<file path="src/rtl/rf_wb_arbiter_pkg.sv">
// Shared constants and arbiter state type for the register-file write-back arbiter.
package rf_pkg;
  localparam int XLEN     = 32;
  localparam int REG_AW   = 5;
  localparam int NUM_REGS = 2 ** REG_AW;

  typedef enum logic {
    PRI_A,
    FORCE_B
  } arb_state_e;
endpackage

</file>
<file path="src/rtl/rf_wb_arbiter_if.sv">
// Write-back requester/register-file bundle; sb_* signals exist only with RF_WB_SCOREBOARD_EN.
interface rf_wb_arbiter_if #(
  parameter int XLEN   = 32,
  parameter int REG_AW = 5
);
  localparam int NUM_REGS = 2 ** REG_AW;

  logic              a_valid;
  logic              a_ready;
  logic [REG_AW-1:0] a_rd;
  logic [XLEN-1:0]   a_data;
  logic              b_valid;
  logic              b_ready;
  logic [REG_AW-1:0] b_rd;
  logic [XLEN-1:0]   b_data;
  logic              rf_reg_write;
  logic [REG_AW-1:0] rf_rd;
  logic [XLEN-1:0]   rf_write_data;
`ifdef RF_WB_SCOREBOARD_EN
  logic                sb_alloc;
  logic [REG_AW-1:0]   sb_alloc_rd;
  logic [NUM_REGS-1:0] sb_busy;

  modport master (
    output a_valid, a_rd, a_data, b_valid, b_rd, b_data, sb_alloc, sb_alloc_rd,
    input  a_ready, b_ready, rf_reg_write, rf_rd, rf_write_data, sb_busy
  );
  modport slave (
    input  a_valid, a_rd, a_data, b_valid, b_rd, b_data, sb_alloc, sb_alloc_rd,
    output a_ready, b_ready, rf_reg_write, rf_rd, rf_write_data, sb_busy
  );
`else
  modport master (
    output a_valid, a_rd, a_data, b_valid, b_rd, b_data,
    input  a_ready, b_ready, rf_reg_write, rf_rd, rf_write_data
  );
  modport slave (
    input  a_valid, a_rd, a_data, b_valid, b_rd, b_data,
    output a_ready, b_ready, rf_reg_write, rf_rd, rf_write_data
  );
`endif
endinterface

</file>
<file path="src/rtl/rf_wb_arbiter_scoreboard.sv">
// Busy-register scoreboard: alloc sets, write-back clears, alloc wins on collision, x0 never busy.
module rf_scoreboard #(
  parameter int REG_AW = 5
) (
  input  logic                   clk,
  input  logic                   rst_n,
  input  logic                   alloc_i,
  input  logic [REG_AW-1:0]      alloc_rd_i,
  input  logic                   clr_i,
  input  logic [REG_AW-1:0]      clr_rd_i,
  output logic [2**REG_AW-1:0]   busy_o
);
  logic [2**REG_AW-1:0] busy_q, busy_d;

  always_comb begin
    busy_d = busy_q;
    if (clr_i && clr_rd_i != '0) busy_d[clr_rd_i] = 1'b0;
    if (alloc_i && alloc_rd_i != '0) busy_d[alloc_rd_i] = 1'b1;
    busy_d[0] = 1'b0;
  end

  always_ff @(posedge clk or negedge rst_n) begin
    if (!rst_n) busy_q <= '0;
    else        busy_q <= busy_d;
  end

  assign busy_o = busy_q;
endmodule

</file>
<file path="src/rtl/rf_wb_arbiter.sv">
// Fixed-priority (A over B) write-back arbiter with B starvation protection and registered RF write.
// Optional scoreboard enabled by defining RF_WB_SCOREBOARD_EN.
module rf_wb_arbiter
  import rf_pkg::*;
#(
  parameter int XLEN       = rf_pkg::XLEN,
  parameter int REG_AW     = rf_pkg::REG_AW,
  parameter int STARVE_MAX = 4
) (
  input  logic            clk,
  input  logic            rst,
  rf_wb_arbiter_if.slave  wb
);
  localparam int                CW          = $clog2(STARVE_MAX + 1);
  localparam logic [CW-1:0]     STARVE_LAST = CW'(STARVE_MAX - 1);

  arb_state_e        state_q;
  logic [CW-1:0]     starve_q;
  logic              grant_a, grant_b, win_we;
  logic [REG_AW-1:0] win_rd;
  logic [XLEN-1:0]   win_data;
  logic              rf_we_q;
  logic [REG_AW-1:0] rf_rd_q;
  logic [XLEN-1:0]   rf_data_q;

  // Grants are gated by rst so both readies read 0 while reset is held.
  always_comb begin
    grant_a  = rst && (state_q == PRI_A) && wb.a_valid;
    grant_b  = rst && wb.b_valid && ((state_q == FORCE_B) || !wb.a_valid);
    win_rd   = grant_b ? wb.b_rd   : wb.a_rd;
    win_data = grant_b ? wb.b_data : wb.a_data;
    win_we   = (grant_a || grant_b) && (win_rd != '0);
  end

  assign wb.a_ready = grant_a;
  assign wb.b_ready = grant_b;

  always_ff @(posedge clk or negedge rst) begin
    if (!rst) begin
      state_q   <= PRI_A;
      starve_q  <= '0;
      rf_we_q   <= 1'b0;
      rf_rd_q   <= '0;
      rf_data_q <= '0;
    end else begin
      rf_we_q <= win_we;
      if (win_we) begin
        rf_rd_q   <= win_rd;
        rf_data_q <= win_data;
      end
      unique case (state_q)
        PRI_A: begin
          if (wb.b_valid && !grant_b) begin
            if (starve_q == STARVE_LAST) begin
              starve_q <= '0;
              state_q  <= FORCE_B;
            end else begin
              starve_q <= starve_q + 1'b1;
            end
          end else begin
            starve_q <= '0;
          end
        end
        FORCE_B: begin
          starve_q <= '0;
          state_q  <= PRI_A;
        end
        default: begin
          starve_q <= '0;
          state_q  <= PRI_A;
        end
      endcase
    end
  end

  assign wb.rf_reg_write  = rf_we_q;
  assign wb.rf_rd         = rf_rd_q;
  assign wb.rf_write_data = rf_data_q;

`ifdef RF_WB_SCOREBOARD_EN
  rf_scoreboard #(.REG_AW(REG_AW)) u_sb (
    .clk        (clk),
    .rst_n      (rst),
    .alloc_i    (wb.sb_alloc),
    .alloc_rd_i (wb.sb_alloc_rd),
    .clr_i      (grant_a || grant_b),
    .clr_rd_i   (win_rd),
    .busy_o     (wb.sb_busy)
  );
`endif
endmodule

</file>
<file path="src/flat_wrapper.sv">
// flat-port wrapper written by rule: the top's interface ports become plain ports
module rf_wb_arbiter_flat import rf_pkg::*;
#(
  parameter int XLEN       = rf_pkg::XLEN,
  parameter int REG_AW     = rf_pkg::REG_AW,
  parameter int STARVE_MAX = 4
)
  (clk, rst, wb_a_valid, wb_a_rd, wb_a_data, wb_b_valid, wb_b_rd, wb_b_data, wb_a_ready, wb_b_ready, wb_rf_reg_write, wb_rf_rd, wb_rf_write_data);
  rf_wb_arbiter_if #(.XLEN(XLEN), .REG_AW(REG_AW)) wb_i ();
  input  logic clk;
  input  logic rst;
  input wire logic [$bits(wb_i.a_valid)-1:0] wb_a_valid;
  input wire logic [$bits(wb_i.a_rd)-1:0] wb_a_rd;
  input wire logic [$bits(wb_i.a_data)-1:0] wb_a_data;
  input wire logic [$bits(wb_i.b_valid)-1:0] wb_b_valid;
  input wire logic [$bits(wb_i.b_rd)-1:0] wb_b_rd;
  input wire logic [$bits(wb_i.b_data)-1:0] wb_b_data;
  output wire logic [$bits(wb_i.a_ready)-1:0] wb_a_ready;
  output wire logic [$bits(wb_i.b_ready)-1:0] wb_b_ready;
  output wire logic [$bits(wb_i.rf_reg_write)-1:0] wb_rf_reg_write;
  output wire logic [$bits(wb_i.rf_rd)-1:0] wb_rf_rd;
  output wire logic [$bits(wb_i.rf_write_data)-1:0] wb_rf_write_data;
  assign wb_i.a_valid = wb_a_valid;
  assign wb_i.a_rd = wb_a_rd;
  assign wb_i.a_data = wb_a_data;
  assign wb_i.b_valid = wb_b_valid;
  assign wb_i.b_rd = wb_b_rd;
  assign wb_i.b_data = wb_b_data;
  assign wb_a_ready = wb_i.a_ready;
  assign wb_b_ready = wb_i.b_ready;
  assign wb_rf_reg_write = wb_i.rf_reg_write;
  assign wb_rf_rd = wb_i.rf_rd;
  assign wb_rf_write_data = wb_i.rf_write_data;
  rf_wb_arbiter #(.XLEN(XLEN), .REG_AW(REG_AW), .STARVE_MAX(STARVE_MAX)) u_core (.clk(clk), .rst(rst), .wb(wb_i));
endmodule
</file>
<file path="config.mk">
export PLATFORM = sky130hd
export DESIGN_NAME = rf_wb_arbiter_flat
export DESIGN_NICKNAME = d
export VERILOG_FILES = /design/src/rtl/rf_wb_arbiter_pkg.sv /design/src/rtl/rf_wb_arbiter_if.sv /design/src/rtl/rf_wb_arbiter_scoreboard.sv /design/src/rtl/rf_wb_arbiter.sv /design/src/flat_wrapper.sv
export SDC_FILE = /design/constraint.sdc
export NUM_CORES = 1
export LEC_CHECK = 0
export ABC_AREA = 1
export BUFFER_PORTS_ARGS = -buffer_cell sky130_fd_sc_hd__buf_2
export CORE_MARGIN = 1.5
export CORE_UTILIZATION = 40
export DETAILED_ROUTE_END_ITERATION = 8
export PLACE_DENSITY_LB_ADDON = 0.12
export SYNTH_ARGS = -nofsm -noshare
export SYNTH_HDL_FRONTEND = slang
export SYNTH_SLANG_ARGS = --single-unit
export TNS_END_PERCENT = 100
</file>
<file path="constraint.sdc">
create_clock -name clk -period 1.6 [get_ports clk]
set_clock_uncertainty 0.15 [all_clocks]
set_input_delay 0.08 -clock clk [delete_from_list [all_inputs] [get_ports clk]]
set_output_delay 0.08 -clock clk [all_outputs]
set_load 0.05 [all_outputs]
</file>
* Word-level counts from Yosys, hierarchy flattened *
Index checks and enable logic that the tools add are counted.
W data, S select, Z words.

storage, ports and cells
  register bits after elaboration = 42
  input bits = 78
  output and inout port bits = 40
  word-level logic and storage cells = 27

operators by class
  $add $sub $neg = 1
  eq/ne operators = 1
  multiplexer cells = 8
  bitwise gates (word level) = 1
  reduce and logical (&&, ||, !) cells = 11

operator list
  kind                   number
  $mux W32               1
  $logic_and A1 B1 Y1    6
  $mux W3                2
  $pmux W3 S2            1
  $mux W5                1
  $reduce_bool A5 Y1     1
  $add A3 B1 Y3 const B  1
  $eq A3 B2 Y1 const B   1
  $logic_not A1 Y1       2
  $logic_or A1 B1 Y1     2
  $mux W1                2
  $pmux W1 S2            1
  $not A1 Y1             1

* Longest topological paths before layout *
  depth after elaboration = 7
  gate-level depth with buffers = 12
  mapped depth without buffers = 10

* Worst setup path after synthesis *
Ideal clock, no wire load.

  path type = reg2reg
  start point = reg u_core.state_q
  end point = reg u_core.rf_rd_q[0], in the netlist u_core.wb.rf_rd[0]
  library setup time = 0.119 ns
  arrival = 1.401 ns
  required time = 1.331 ns
  path slack = -0.070 ns
  cell stages (with the launch flop) = 10
  buffers on the path = 2
  period minus slack after synthesis = 1.670 ns
  cell sequence = dfrtp_1 -> inv_2 -> nand2_4 -> o21ai_2 -> inv_2 -> o21bai_2 -> buf_4 -> buf_6 -> nand2_1 -> nand2_1

on the way
  cells in the longest elaborated chain, start to end = 5
  elaborated cells on any way between the ends = 9
  classes of those cells = mux: 1; bitwise: 1; reduce/logical: 7

ends and longest elaborated chain
  element                                                          RTL line                                  source
  start: declaration                                               rf_wb_arbiter.sv:17                       arb_state_e state_q;
  start signal: assignment                                         rf_wb_arbiter.sv:40                       state_q <= PRI_A;
  start signal: assignment                                         rf_wb_arbiter.sv:56                       state_q <= FORCE_B;
  start signal: assignment                                         rf_wb_arbiter.sv:66                       state_q <= PRI_A;
  $logic_or A1 B1 Y1 / $not A1 Y1 (equally long branches)          rf_wb_arbiter.sv:29, rf_wb_arbiter.sv:28
  $logic_and A1 B1 Y1 (on tied branches)                           rf_wb_arbiter.sv:29, rf_wb_arbiter.sv:28
  $mux W5 / $logic_and A1 B1 Y1 (equally long branches)            rf_wb_arbiter.sv:30, rf_wb_arbiter.sv:28
  $reduce_bool A5 Y1 / $logic_or A1 B1 Y1 (equally long branches)  rf_wb_arbiter.sv:32                       win_we = (grant_a || grant_b) && (win_rd != '0);
  $logic_and A1 B1 Y1                                              rf_wb_arbiter.sv:32
  end signal: assignment                                           rf_wb_arbiter.sv:48                       rf_rd_q <= win_rd;
  end: declaration                                                 rf_wb_arbiter.sv:23                       logic [REG_AW-1:0] rf_rd_q;

Parallel ways exist; a longest one is shown, timed or not.
A chain may end at the register's enable or synchronous reset.

* Worst setup path after layout *
  start point = reg u_core.state_q
  end point = reg u_core.rf_data_q[20], in the netlist u_core.wb.rf_write_data[20]

on the way
  cells in the longest elaborated chain, start to end = 5
  elaborated cells on any way between the ends = 10
  classes of those cells = mux: 2; bitwise: 1; reduce/logical: 7

ends and longest elaborated chain
  element                                                          RTL line                                  source
  $logic_or A1 B1 Y1 / $not A1 Y1 (equally long branches)          rf_wb_arbiter.sv:29, rf_wb_arbiter.sv:28
  $logic_and A1 B1 Y1 (on tied branches)                           rf_wb_arbiter.sv:29, rf_wb_arbiter.sv:28
  $mux W5 / $logic_and A1 B1 Y1 (equally long branches)            rf_wb_arbiter.sv:30, rf_wb_arbiter.sv:28
  $reduce_bool A5 Y1 / $logic_or A1 B1 Y1 (equally long branches)  rf_wb_arbiter.sv:32
  $logic_and A1 B1 Y1                                              rf_wb_arbiter.sv:32
  end signal: assignment                                           rf_wb_arbiter.sv:49                       rf_data_q <= win_data;
  end: declaration                                                 rf_wb_arbiter.sv:24                       logic [XLEN-1:0] rf_data_q;

Parallel ways exist; a longest one is shown, timed or not.

==> metrics.log <==
[metrics] Sw Share: between 30% and 40%
[metrics] Non-Filler Instances: 598
[metrics] count of maximum capacitance violations: 0
[metrics] placed cells: 505
[metrics] Yosys cell types: 22
[metrics] clock-pin slew reported for the worst setup and hold paths after clock tree synthesis: 0.08 ns
[metrics] Num CTS Buffers: 5
[metrics] Initial DRT Pass Iterations: 4
[metrics] hpwl dp: 4191 µm
[metrics] overall fraction of global-route tracks in use: about a quarter
[metrics] class of the tightest hold or removal check: in2reg
[metrics] cell types with the highest counts after synthesis: 185 x sky130_fd_sc_hd__nand2_1, 42 x sky130_fd_sc_hd__dfrtp_1, 38 x sky130_fd_sc_hd__nand3_1
[metrics] core footprint: 0.005439 mm²
[metrics] most area-consuming cells after synthesis: sky130_fd_sc_hd__dfrtp_1 47%, sky130_fd_sc_hd__nand2_1 31%, sky130_fd_sc_hd__nand3_1 8.5%
[metrics] async set-or-reset flop fraction in the synthesized netlist: 100.0%
[metrics] ANT cells: 0
[metrics] overflow left after global routing: 0
[metrics] smallest setup slack after layout: -0.1556 ns
[metrics] maximum clock insertion buffer count: 2
[metrics] outcome: finished with violations
[metrics] most used standard cell by instance count after synthesis: sky130_fd_sc_hd__nand2_1
[metrics] die area: 0.006034 mm²
[metrics] post-layout net count: 604
[metrics] final design utilization: 78.56%
[metrics] final slew viol count: 0
[metrics] maximum number of pins on one net before global-route repair: 43
[metrics] highest net fanout along the worst path: 8
[metrics] relative area change from synthesis to final layout: 91.53%
[metrics] DRC viols: 0
[metrics] Synthesized Nets: 396
[metrics] per-instance average area after synthesis: 7.038 µm²
[metrics] worst setup path category: reg2reg
[metrics] type of destination of the critical path: flip-flop
[metrics] effective utilization at floorplan: between 40% and 50%
[metrics] total number of H-tree levels: 2
[metrics] Die X: approximately 78 µm
[metrics] routability congestion estimate: 0.7962
[metrics] data required time at the worst endpoint: roughly 1.7 ns
[metrics] normalized max-slew margin: 64.19%
[metrics] Final Hold Violating Endpoints: 0
[metrics] average routed wire per standard cell: 14.27 µm
[metrics] number of antenna violations at the first check in global routing: 0
[metrics] Final min period: 1.756 ns
[metrics] Die H: between 70 and 80 µm
[metrics] Most used DFF post-synth: sky130_fd_sc_hd__dfrtp_1
[metrics] kind of start point of the critical path: flip-flop
[metrics] number of flip-flops and latches in the synthesized netlist: 42
[metrics] first-pass GRT wire length: 12700 µm
[metrics] via count of the first global-routing pass: around 2900
[metrics] pre-CTS setup slack: -0.1024 ns
[metrics] arrival time reported for the critical path endpoint: 1.85 ns
[metrics] power share of the clock group: 22.9%
[metrics] fmax: 569.6 MHz
[metrics] CTS tree: yes
[metrics] root cell of the clock tree: sky130_fd_sc_hd__clkbuf_8
[metrics] Port-buffer cells: 117
[metrics] Synth Cell Area: 0.002231 mm²
[metrics] Gate power share: 41.3%
[metrics] net switching power: 1.419 mW
[metrics] failing checks: setup timing
[metrics] total power consumption of the routed design: 3.617 mW
[metrics] leakage power: 2.407 nW
[metrics] mean number of vias per cell: approximately 4.8
[metrics] VDD IR max: 0.5004 mV
[metrics] share of layout cells above drive strength 1: 38.97%
[metrics] count of mapped cells out of synthesis: 317
[metrics] setup repair after global routing missed its margin: yes
[metrics] final period utilization: 109.7%
[metrics] initial detailed-routing violation count: 102
[metrics] sequential element share of the synthesized area: 47.11%
[metrics] Site Rows: 27
[metrics] total length of routed wires: 8532 µm
[metrics] Ys Warns: 0
[metrics] antenna viol nets, final: 0
[metrics] ports placed on the boundary: 118
[metrics] sequential share of power: between 30% and 40%
[metrics] portion of synthesized cell area occupied by the leading cell type: between 40% and 50%
[metrics] worst slew pin tran: ~0.54 ns
[metrics] Skew-Pair Late Insertion Delay: 0.29 ns
[metrics] Setup Viol. Count Final: 39
[metrics] number of synthesized flops with an enable pin: 0
[metrics] internal power: 2.198 mW
[metrics] count of vias placed by the detailed router: about 2900
[metrics] Power per Cell Area: 846.6 mW/mm²
[metrics] clock sink count: 42
[metrics] post-synth top area cell: sky130_fd_sc_hd__dfrtp_1
[worst paths after layout]
check,endpoint,start,slack (ns),cells past startpoint
worst max-delay path,u_core.wb.rf_write_data[20]$_DFFE_PN0P_,u_core.state_q$_DFF_PN0_,-0.16,11
worst min-delay path,u_core.wb.rf_write_data[7]$_DFFE_PN0P_,wb_a_data[7],0.01,5
worst max register to register,u_core.wb.rf_write_data[20]$_DFFE_PN0P_,u_core.state_q$_DFF_PN0_,-0.16,11
worst min register to register,u_core.starve_q[0]$_DFF_PN0_,u_core.starve_q[0]$_DFF_PN0_,0.29,1
max in group asynchronous,u_core.wb.rf_rd[1]$_DFFE_PN0P_,rst,0.65,3
min in group asynchronous,u_core.starve_q[2]$_DFF_PN0_,rst,0.27,3
[through the flow]
stage	hold WS, ns	cell area (µm²)	TNS (ns)
floorplan	-0.3656	2296	-1.403
global placement	0.07406	2989	-1.273
detailed placement	0.07467	2989	-3.274
CTS	0.004929	3994	-3.157
global route	0.04772	4273	-7.901
finish	0.01093	4273	-4.916
[repair_timing]
action | in CTS | in global routing
setup endpoints to repair | 39 | 39
pin swaps | 1 | 11
gates cloned | 6 | 5
endpoints found under the hold margin | 78 | 0
hold buffers | 65 | 0
buffers inserted | 8 | 1
gates resized for setup | 31 | 37
[registers in the layout, indices dropped and copies added (netlist names)]
name and cells:
u_core.state_q 1, u_core.wb.rf_write_data 32, u_core.wb.rf_rd 5, u_core.wb.rf_reg_write 1
u_core.starve_q 3
[cell families after synthesis]
| logic type | Yosys count | synth area share, % |
|---|---|---|
| flops | 42 | 47.11 |
| compound gates | 3 | 1.122 |
| fa+ha+maj | 1 | 0.5608 |
| simple gates | 236 | 43.35 |
| buf+inv | 35 | 7.851 |
[critical path, stage by stage, from the launching register on]
cell                       delay, ns
sky130_fd_sc_hd__dfrtp_1        0.40
sky130_fd_sc_hd__inv_2          0.11
sky130_fd_sc_hd__nand2_8        0.10
sky130_fd_sc_hd__nand2_8        0.12
sky130_fd_sc_hd__nand2_2        0.08
sky130_fd_sc_hd__nand2_4        0.08
sky130_fd_sc_hd__nand2_4        0.06
sky130_fd_sc_hd__o21bai_4       0.17
sky130_fd_sc_hd__buf_6          0.17
sky130_fd_sc_hd__buf_8          0.14
sky130_fd_sc_hd__nand2_2        0.06
sky130_fd_sc_hd__nand2_1        0.06
[layout make-up]
cell class / count / area (µm²)
well taps: 72 / 90.09
flip-flops and latches: 42 / 1051
repair buffers: 217 / 1694
inverters: 18 / 72.57
clock buffers: 7 / 76.32
fillers: 376 / 1166
multi-input cells: 241 / 1259
clock inverters: 1 / 30.03
[layer usage]
layer | up-vias | GRT usage (%) | share of wire, %
met2 | 119 | 48.78 | 53
met4 | 0 | 9.273 | 2.4
met3 | 23 | 4.000 | 5.5
met1 | 1331 | 30.86 | 39
li1 | 1396 | - | -
met5 | - | 0 | 0
[cell usage in the layout, fill, tap and decap left out, types with 2 or more instances in the layout]
cell and n:
sky130_fd_sc_hd__nand3_1 25, sky130_fd_sc_hd__clkbuf_1 2, sky130_fd_sc_hd__nand3b_1 2, sky130_fd_sc_hd__o21ai_4 2
sky130_fd_sc_hd__nand2_1 167, sky130_fd_sc_hd__nand3_2 12, sky130_fd_sc_hd__inv_4 2, sky130_fd_sc_hd__or2_2 2
sky130_fd_sc_hd__dfrtp_1 42, sky130_fd_sc_hd__clkbuf_8 5, sky130_fd_sc_hd__nand2_2 7, sky130_fd_sc_hd__nor3_1 2
sky130_fd_sc_hd__nand2_8 3, sky130_fd_sc_hd__inv_2 4, sky130_fd_sc_hd__clkbuf_16 4, sky130_fd_sc_hd__buf_4 19
sky130_fd_sc_hd__inv_1 12, sky130_fd_sc_hd__nand2_4 12, sky130_fd_sc_hd__buf_12 2, sky130_fd_sc_hd__buf_6 6
sky130_fd_sc_hd__buf_8 2, sky130_fd_sc_hd__dlygate4sd3_1 65, sky130_fd_sc_hd__buf_16 3, sky130_fd_sc_hd__buf_2 116
[power by group through the flow]
| stage | sequential, mW | clock [mW] | combinational [mW] |
|---|---|---|---|
| 3_5_place_dp | 1.30 | 0 | 1.18 |
| 6_report | 1.29 | 0.829 | 1.49 |
| 4_1_cts | 1.28 | 0.840 | 1.38 |
| 2_1_floorplan | 1.80 | 0 | 0.326 |
| 3_3_place_gp | 1.31 | 0 | 1.16 |
| 5_1_grt | 1.31 | 0.880 | 1.59 |
Power figures use the tool's default switching activity.
